--- src/rtl/extio_arbiter.sv ---
// Round-robin arbiter serialising the core (0) and debug (1) requesters onto the ExtIO
// peripheral bus. Define EXTIO_TIMEOUT_EN to enable the ISSUE/WAIT watchdog.
module extio_arbiter #(
    parameter int TimeoutCycles = 1024
) (
    input  logic             clk_i,
    input  logic             rst_i,
    input  logic [1:0]       req_valid_i,
    output logic [1:0]       req_ready_o,
    input  logic [1:0][63:0] req_addr_i,
    input  logic [1:0]       req_we_i,
    input  logic [1:0][63:0] req_wdata_i,
    input  logic [1:0][7:0]  req_be_i,
    output logic [1:0]       rsp_valid_o,
    output logic [63:0]      rsp_rdata_o,
    output logic             rsp_err_o,
    output logic [5:0]       p_sel_o,
    output logic             p_valid_o,
    input  logic             p_ready_i,
    output logic [63:0]      p_addr_o,
    output logic             p_we_o,
    output logic [63:0]      p_wdata_o,
    output logic [7:0]       p_be_o,
    input  logic             p_rsp_valid_i,
    input  logic [63:0]      p_rdata_i,
    input  logic             p_err_i,
    output logic             timeout_o
);

    typedef enum logic [1:0] {IDLE, ISSUE, WAIT, RESP} state_t;

    state_t      state_q, state_next;
    logic        grant_q;
    logic        last_q;
    logic [23:0] addr_q;
    logic        we_q;
    logic [63:0] wdata_q;
    logic [7:0]  be_q;
    logic [5:0]  sel_q;
    logic [63:0] rdata_q;
    logic        err_q;

    logic        any_req;
    logic        grant_sel;
    logic [5:0]  dec_sel;
    logic        timeout_hit;

    // One-hot select: [0]HID [1]GPIO [2]Ethernet [3]SPI [4]UART [5]BOOT; zero means miss.
    function automatic logic [5:0] decode(input logic [63:0] addr);
        logic [5:0] sel;
        sel = 6'b0;
        if (addr[63:32] == 32'b0 && addr[23:16] == 8'h00) begin
            case (addr[31:24])
                8'h40:   sel = 6'b100000;
                8'h41:   sel = 6'b010000;
                8'h42:   sel = 6'b001000;
                8'h43:   sel = 6'b000100;
                8'h44:   sel = 6'b000010;
                default: sel = 6'b000000;
            endcase
        end
        if (addr[63:24] == 40'h45 && addr[23:20] == 4'h0) begin
            sel = 6'b000001;
        end
        return sel;
    endfunction

    always_comb begin
        any_req     = |req_valid_i;
        // last_q records the previous grant, so contention goes to the other requester
        grant_sel   = (&req_valid_i) ? ~last_q : req_valid_i[1];
        dec_sel     = decode(req_addr_i[grant_sel]);
        state_next  = state_q;
        req_ready_o = 2'b00;
        rsp_valid_o = 2'b00;
        rsp_rdata_o = 64'b0;
        rsp_err_o   = 1'b0;
        p_valid_o   = 1'b0;
        p_sel_o     = 6'b0;
        p_addr_o    = 64'b0;
        p_we_o      = 1'b0;
        p_wdata_o   = 64'b0;
        p_be_o      = 8'b0;

        case (state_q)
            IDLE: begin
                if (any_req) begin
                    state_next = (|dec_sel) ? ISSUE : RESP;
                    if (!rst_i) begin
                        req_ready_o[grant_sel] = 1'b1;
                    end
                end
            end
            ISSUE: begin
                p_valid_o = 1'b1;
                p_sel_o   = sel_q;
                p_addr_o  = {40'b0, addr_q};
                p_we_o    = we_q;
                p_wdata_o = wdata_q;
                p_be_o    = be_q;
                if (timeout_hit) begin
                    state_next = RESP;
                end else if (p_ready_i) begin
                    state_next = WAIT;
                end
            end
            WAIT: begin
                p_sel_o = sel_q;
                if (p_rsp_valid_i || timeout_hit) begin
                    state_next = RESP;
                end
            end
            RESP: begin
                rsp_valid_o[grant_q] = 1'b1;
                rsp_rdata_o          = rdata_q;
                rsp_err_o            = err_q;
                state_next           = IDLE;
            end
            default: state_next = IDLE;
        endcase
    end

    always_ff @(posedge clk_i or posedge rst_i) begin
        if (rst_i) begin
            state_q <= IDLE;
            grant_q <= 1'b0;
            last_q  <= 1'b1;
            addr_q  <= 24'b0;
            we_q    <= 1'b0;
            wdata_q <= 64'b0;
            be_q    <= 8'b0;
            sel_q   <= 6'b0;
            rdata_q <= 64'b0;
            err_q   <= 1'b0;
        end else begin
            state_q <= state_next;
            case (state_q)
                IDLE: begin
                    if (any_req) begin
                        grant_q <= grant_sel;
                        addr_q  <= req_addr_i[grant_sel][23:0];
                        we_q    <= req_we_i[grant_sel];
                        wdata_q <= req_wdata_i[grant_sel];
                        be_q    <= req_be_i[grant_sel];
                        sel_q   <= dec_sel;
                        rdata_q <= 64'b0;
                        err_q   <= ~|dec_sel;
                    end
                end
                ISSUE: begin
                    if (timeout_hit) begin
                        rdata_q <= 64'b0;
                        err_q   <= 1'b1;
                    end
                end
                WAIT: begin
                    if (p_rsp_valid_i) begin
                        rdata_q <= p_rdata_i;
                        err_q   <= p_err_i;
                    end else if (timeout_hit) begin
                        rdata_q <= 64'b0;
                        err_q   <= 1'b1;
                    end
                end
                RESP: last_q <= grant_q;
                default: ;
            endcase
        end
    end

`ifdef EXTIO_TIMEOUT_EN
    localparam int CntW = $clog2(TimeoutCycles + 1);

    logic [CntW-1:0] cnt_q;
    logic            timeout_q;

    // Counter sits at zero outside ISSUE/WAIT, so it is clear on the first ISSUE cycle.
    always_ff @(posedge clk_i or posedge rst_i) begin
        if (rst_i) begin
            cnt_q     <= '0;
            timeout_q <= 1'b0;
        end else begin
            timeout_q <= timeout_hit && !(state_q == WAIT && p_rsp_valid_i);
            if (state_q == ISSUE || state_q == WAIT) begin
                cnt_q <= cnt_q + 1'b1;
            end else begin
                cnt_q <= '0;
            end
        end
    end

    assign timeout_hit = (state_q == ISSUE || state_q == WAIT) &&
                         (cnt_q == CntW'(TimeoutCycles - 1));
    assign timeout_o   = timeout_q;
`else
    assign timeout_hit = 1'b0;
    assign timeout_o   = 1'b0;
`endif

endmodule

--- config.mk ---
export PLATFORM = sky130hd
export DESIGN_NAME = extio_arbiter
export DESIGN_NICKNAME = d
export VERILOG_FILES = /design/src/rtl/extio_arbiter.sv
export SDC_FILE = /design/constraint.sdc
export NUM_CORES = 1
export LEC_CHECK = 0
export CAP_MARGIN = 30
export CORE_AREA = 2 2 215 217
export CTS_CLUSTER_DIAMETER = 100
export DETAILED_ROUTE_END_ITERATION = 7
export DIE_AREA = 0 0 217 219
export GPL_TIMING_DRIVEN = 1
export PLACE_DENSITY = 0.55
export SLEW_MARGIN = 20
export SYNTH_ARGS = -nofsm -noshare
export SYNTH_HDL_FRONTEND = slang
export SYNTH_SLANG_ARGS = --single-unit
--- constraint.sdc ---
create_clock -name clk_i -period 11.1 [get_ports clk_i]
set_clock_uncertainty 0.2 [all_clocks]
set_input_delay 2.22 -clock clk_i [delete_from_list [all_inputs] [get_ports clk_i]]
set_output_delay 2.22 -clock clk_i [all_outputs]
set_load 0.1 [all_outputs]
**Yosys cells after proc, flatten, opt, wreduce, memory -nomap -nowiden**

Index checks and enable logic that the tools add are counted.

- Bits in registers: 172
- Bits of input ports: 345
- Output and inout bits: 214

- $lt $le $gt $ge: 4
- Eq/ne operators: 12
- Mux-type cells: 39
- Bitwise logic cells: 1
- Reduce and logical (&&, ||, !) cells: 17

Operators with widths:

| operator | number |
|---|---|
| $mux W64 | 8 |
| $pmux W64 S2 | 1 |
| $eq A40 B7 Y1 const B | 1 |
| $eq A8 B7 Y1 const B | 5 |
| $logic_not A32 Y1 | 1 |
| $pmux W6 S5 | 1 |
| $mux W24 | 1 |
| $mux W8 | 3 |
| $mux W6 | 3 |
| $mux W2 | 8 |
| $mux W1 | 10 |
| $logic_not A8 Y1 | 1 |
| $pmux W2 S4 | 1 |
| $ne A2 B2 Y1 const B | 3 |
| $reduce_and A3 Y1 | 2 |
| $reduce_or A6 Y1 | 1 |
| $eq A2 B2 Y1 const B | 2 |
| $logic_and A1 B1 Y1 | 4 |
| $logic_not A4 Y1 | 1 |
| $lt A1 B2 Y1 const B | 2 |
| $reduce_and A2 Y1 | 2 |
| $reduce_or A2 Y1 | 2 |
| $demux W1 S1 | 2 |
| $eq A2 B1 Y1 const B | 1 |
| 6 further kinds | 7 |

**Logic depth before layout (Yosys ltp)**

- Depth in word-level cells: 12
- Depth in mapped cells: 8
- Gate-level depth less buffers: 7

**Worst setup path after synthesis**

No wires, ideal clock.

- Kind: input to output
- From: in req_valid_i[1]
- To: out req_ready_o[0]
- Arrival time: 4.812 ns
- Path slack: 3.868 ns
- Cell stages on the path: 4
- Cells stage by stage: a21boi_1 clkbuf_1 clkbuf_1 nor3_1

- Cells in the longest elaborated chain, start to end: 9
- Elaborated cells between the ends (all ways): 11

RTL lines:

| what | RTL line | RTL |
|---|---|---|
| start, declared | 8 | `input logic [1:0] req_valid_i,` |
| $reduce_and A2 Y1 | 71 | `grant_sel = (&req_valid_i) ? ~last_q : req_valid_i[1];` |
| $mux W1 | 71 |  |
| $lt A1 B2 Y1 (implied by the code) / $ge A1 B1 Y1 (equally long branches) | 90 | `req_ready_o[grant_sel] = 1'b1;` |
| $logic_and A1 B1 Y1 (implied by the code) | 90 |  |
| $mux W1 (implied by the code) | 90 |  |
| $demux W1 S1 | 90 |  |
| $mux W2 | 89 | `if (!rst_i) begin` |
| $mux W2 (*) | 87 | `if (any_req) begin` |
| $mux W2 (*) | 85 | `case (state_q)` |
| end, declared | 9 | `output logic [1:0] req_ready_o,` |

Mark *: on every way between the ends. The rest lies on a longest branch, timed or not.

**Worst setup path after layout**

- From: in req_valid_i[1]
- To: out req_ready_o[1]

Same word-level chain as after synthesis.

==> metrics.txt <==
# TYPE chip_impl_metric gauge
chip_impl_metric{name="area.growth.synth_to_final",unit="%"} 69.6
chip_impl_info{name="yosys_top_cell_by_area",value="dfrtp_1"} 1
chip_impl_metric{name="die_outline_area",unit="mm2"} 0.0475
chip_impl_metric{name="cts_buffers",unit=""} 17
chip_impl_metric{name="post-place-cells",unit=""} 2068
chip_impl_metric{name="antenna_cells_inserted",unit=""} 0
chip_impl_metric{name="synthesis.yosys.warnings",unit=""} 0
chip_impl_info{name="worst_hold_startpoint",value="sel_q[5]"} 1
chip_impl_metric{name="clk_transition_reported_paths",unit="ns"} 0.07
chip_impl_metric{name="hold_violations",unit=""} 0
chip_impl_metric{name="design.final.nets",unit=""} 1837
chip_impl_metric{name="synth_top_area_share",unit="%"} 48.0
chip_impl_metric{name="final_total_negative_setup_slack",unit="ns"} 0
chip_impl_metric{name="finalPower",unit="mW"} 4.66
chip_impl_metric{name="synth-async-reset-ratio",unit="%"} 100
chip_impl_metric{name="grt_first_pass_wirelength",unit="um"} 54300
chip_impl_metric{name="routedWlPerCell",unit="um"} 17.2
chip_impl_metric{name="via_count_of_the_first_global_routing_pass",unit=""} 9008
chip_impl_metric{name="pwr_density",unit="mW/mm2"} 308
chip_impl_metric{name="synth_sequential_area_ratio",unit="%"} 48.3
chip_impl_metric{name="drt_wl_total",unit="um"} 36100
chip_impl_metric{name="slew_violations",unit=""} 0
chip_impl_metric{name="met3_wire_length",unit="um"} 2990
chip_impl_metric{name="number_of_buffers_added_for_setup_after_cts",unit=""} 0
chip_impl_info{name="synth_commonest_cells",value="213 x nand2_1, 171 x and2_1, 171 x dfrtp_1"} 1
chip_impl_metric{name="met2WireLength",unit="um"} 16900
chip_impl_info{name="critPathLaunchType",value="input pin"} 1
chip_impl_metric{name="hpwlAfterDp",unit="um"} 26900
chip_impl_metric{name="finalNonFillerCells",unit=""} 2100
chip_impl_metric{name="synthesis.instances",unit=""} 1016
chip_impl_metric{name="maxSlewHeadroom",unit="%"} 30.8
chip_impl_metric{name="layout-drive-gt1-share",unit="%"} 4.00
chip_impl_metric{name="synth_area",unit="mm2"} 0.00892
chip_impl_metric{name="minimum_clock_period_after_layout",unit="ns"} 7.36
chip_impl_info{name="timing.rr.start",value="last_q"} 1
chip_impl_metric{name="number_of_synthesized_flops_with_an_enable_pin",unit=""} 0
chip_impl_metric{name="cp_data_arrival_time",unit="ns"} 4.94
chip_impl_metric{name="final_area",unit="mm2"} 0.0151
chip_impl_metric{name="fmax",unit="MHz"} 136
chip_impl_info{name="outcome",value="completed"} 1
chip_impl_metric{name="tightestPinTransition",unit="ns"} 1.03
chip_impl_metric{name="io-pin-count",unit=""} 559
chip_impl_metric{name="routabilityCongestion",unit=""} 0.826
chip_impl_metric{name="ir_drop",unit="mV"} 0.228
chip_impl_metric{name="track_usage",unit="%"} 15.1
chip_impl_metric{name="detail_route.iter0.violations",unit=""} 484
chip_impl_metric{name="avgSynthCellArea",unit="um2"} 8.78
chip_impl_metric{name="antenna_found_initial",unit=""} 1
chip_impl_metric{name="leakagePower",unit="nW"} 6.12
chip_impl_metric{name="cts-htree-levels",unit=""} 4
chip_impl_metric{name="timing.hold.ws",unit="ns"} 0.276
chip_impl_info{name="max_layer_used",value="met5"} 1
chip_impl_info{name="path_class",value="in -> out"} 1
chip_impl_metric{name="cts_hold_buf",unit=""} 0
chip_impl_info{name="post_synth_main_area_contributors",value="dfrtp_1 48%, and2_1 12%, nand2_1 9.0%"} 1
chip_impl_metric{name="initial_core_util",unit="%"} 19.8
chip_impl_metric{name="cts_num_sinks",unit=""} 172
chip_impl_metric{name="route.antenna.remaining_nets",unit=""} 0
chip_impl_metric{name="maxCapViolCount",unit=""} 0
chip_impl_info{name="cts_tree",value="done"} 1
chip_impl_info{name="most_common_cell_in_the_netlist",value="nand2_1"} 1
chip_impl_metric{name="grt_max_degree",unit=""} 94
chip_impl_metric{name="drt_pre_antenna_iters",unit=""} 5
chip_impl_metric{name="die_height",unit="um"} 219
chip_impl_metric{name="ys_seq_elements",unit=""} 172
chip_impl_metric{name="num_vias",unit=""} 8948
chip_impl_metric{name="fp.dieW",unit="um"} 217
chip_impl_metric{name="crit_fanout",unit=""} 66
chip_impl_info{name="cp-end-kind",value="output pin"} 1
chip_impl_metric{name="placedInstanceArea",unit="mm2"} 0.0145
chip_impl_info{name="grt_setup_unrepaired",value="false"} 1
chip_impl_metric{name="number_of_endpoints_failing_setup_at_the_final_stage",unit=""} 0
chip_impl_info{name="commonest_register_cell_after_synthesis",value="dfrtp_1"} 1
chip_impl_metric{name="synth.distinct_cells",unit=""} 44
chip_impl_info{name="hold_path.class",value="reg -> reg"} 1
chip_impl_metric{name="postCtsResizedCells",unit=""} 0
chip_impl_metric{name="grt_overflow_total",unit=""} 0
chip_impl_metric{name="clock_tree.buffer_depth",unit=""} 2
chip_impl_metric{name="worst_skew_pair.late_latency",unit="ns"} 0.48
chip_impl_metric{name="floorplan.rows",unit=""} 78
chip_impl_metric{name="worst_ep_required_time",unit="ns"} 8.68
chip_impl_metric{name="met1_length",unit="um"} 15300
chip_impl_metric{name="port-buffer-count",unit=""} 517
chip_impl_metric{name="design.core.area",unit="mm2"} 0.0451
chip_impl_metric{name="filler_cell_count",unit=""} 4738
chip_impl_info{name="startpoint",value="req_valid_i[1]"} 1
chip_impl_info{name="clock_tree.root_cell",value="clkbuf_16"} 1
chip_impl_metric{name="vias_per_cell",unit=""} 4.26
chip_impl_metric{name="drc",unit=""} 0
chip_impl_metric{name="fin_crit_sh",unit="%"} 66.3
[cells by family (layout without fill, tap and decap cells)]
family / Yosys count / count (layout) / share of synthesized area, %
adders and majority gates: 4 / 4 / 0.561
and+or+nand+nor: 531 / 531 / 28.8
other: 1 / 41 / 0.0420
DFF: 172 / 172 / 48.3
AOI/OAI and AO/OA: 185 / 185 / 15.2
buffers and inverters: 122 / 566 / 6.97
muxes: 1 / 1 / 0.126
[report_power, final]
group	switching (mW)	total, mW	internal [mW]
clock network	0.280	0.600	0.320
logic	2.19	2.99	0.802
registers	0.153	1.07	0.913
total	2.62	4.66	2.03
[worst max-delay path: stages]
cell and delay, ns:
clkdlybuf4s50_1 0.53, a21boi_4 0.20, buf_4 0.57, nand2_1 0.15
nor2_1 0.12, clkdlybuf4s50_1 1.14
[registers in the layout, indices dropped and copies added, names as in the netlist, 2 cells and up]
| register | count |
|---|---|
| addr_q | 24 |
| be_q | 8 |
| rdata_q | 64 |
| sel_q | 6 |
| state_q | 2 |
| wdata_q | 64 |
[area by class of cell]
| class | instances | area [um2] | area share (%) |
|---|---|---|---|
| timing repair buffer | 530 | 5290 | 35.0 |
| tap | 600 | 751 | 4.96 |
| multi-input combinational | 762 | 4180 | 27.6 |
| inverter | 5 | 23.8 | 0.157 |
| clock inverter | 12 | 116 | 0.769 |
| clock buffer | 19 | 453 | 2.99 |
| sequential | 172 | 4310 | 28.5 |
[per-stage QoR]
| step | setup WS (ns) | utilization, % |
|---|---|---|
| global route | 3.53 | 33.5 |
| finish | 3.74 | 33.5 |
| global placement | 3.67 | 32.2 |
| detailed placement | 3.68 | 32.2 |
| floorplan | 3.87 | - |
| CTS | 3.68 | 33.5 |
[placed cells by master, fill, tap and decap left out, types with 12 or more instances in the layout]
master | Yosys | layout
a22o_1 | 64 | 64
a31oi_1 | 98 | 98
and2_1 | 171 | 170
buf_4 | 41 | 12
clkbuf_16 | 0 | 17
clkdlybuf4s50_1 | 0 | 517
conb_1 | 1 | 41
dfrtp_1 | 171 | 171
nand2_1 | 213 | 213
nor2_1 | 104 | 104
nor4_1 | 17 | 17
[path summary, 6_finish.rpt]
| check | to | slack [ns] | cells after the start |
|---|---|---|---|
| max | req_ready_o[1] | 3.74 | 6 |
| min | sel_q[5] | 0.28 | 2 |
| max reg2reg | state_q[1] | 7.59 | 7 |
| min reg2reg | sel_q[5] | 0.28 | 2 |
| max in group asynchronous | wdata_q[36] | 7.45 | 3 |
| min in group asynchronous | addr_q[18] | 2.08 | 2 |
[routing by layer]
| layer | up-vias | global-route usage [%] |
|---|---|---|
| met5 | - | 0 |
| met4 | 2 | 6.14 |
| met3 | 35 | 5.02 |
| met2 | 378 | 24.5 |
| met1 | 4248 | 18.4 |
| li1 | 4285 | - |
Note: power is estimated with default switching activity, not from simulation.
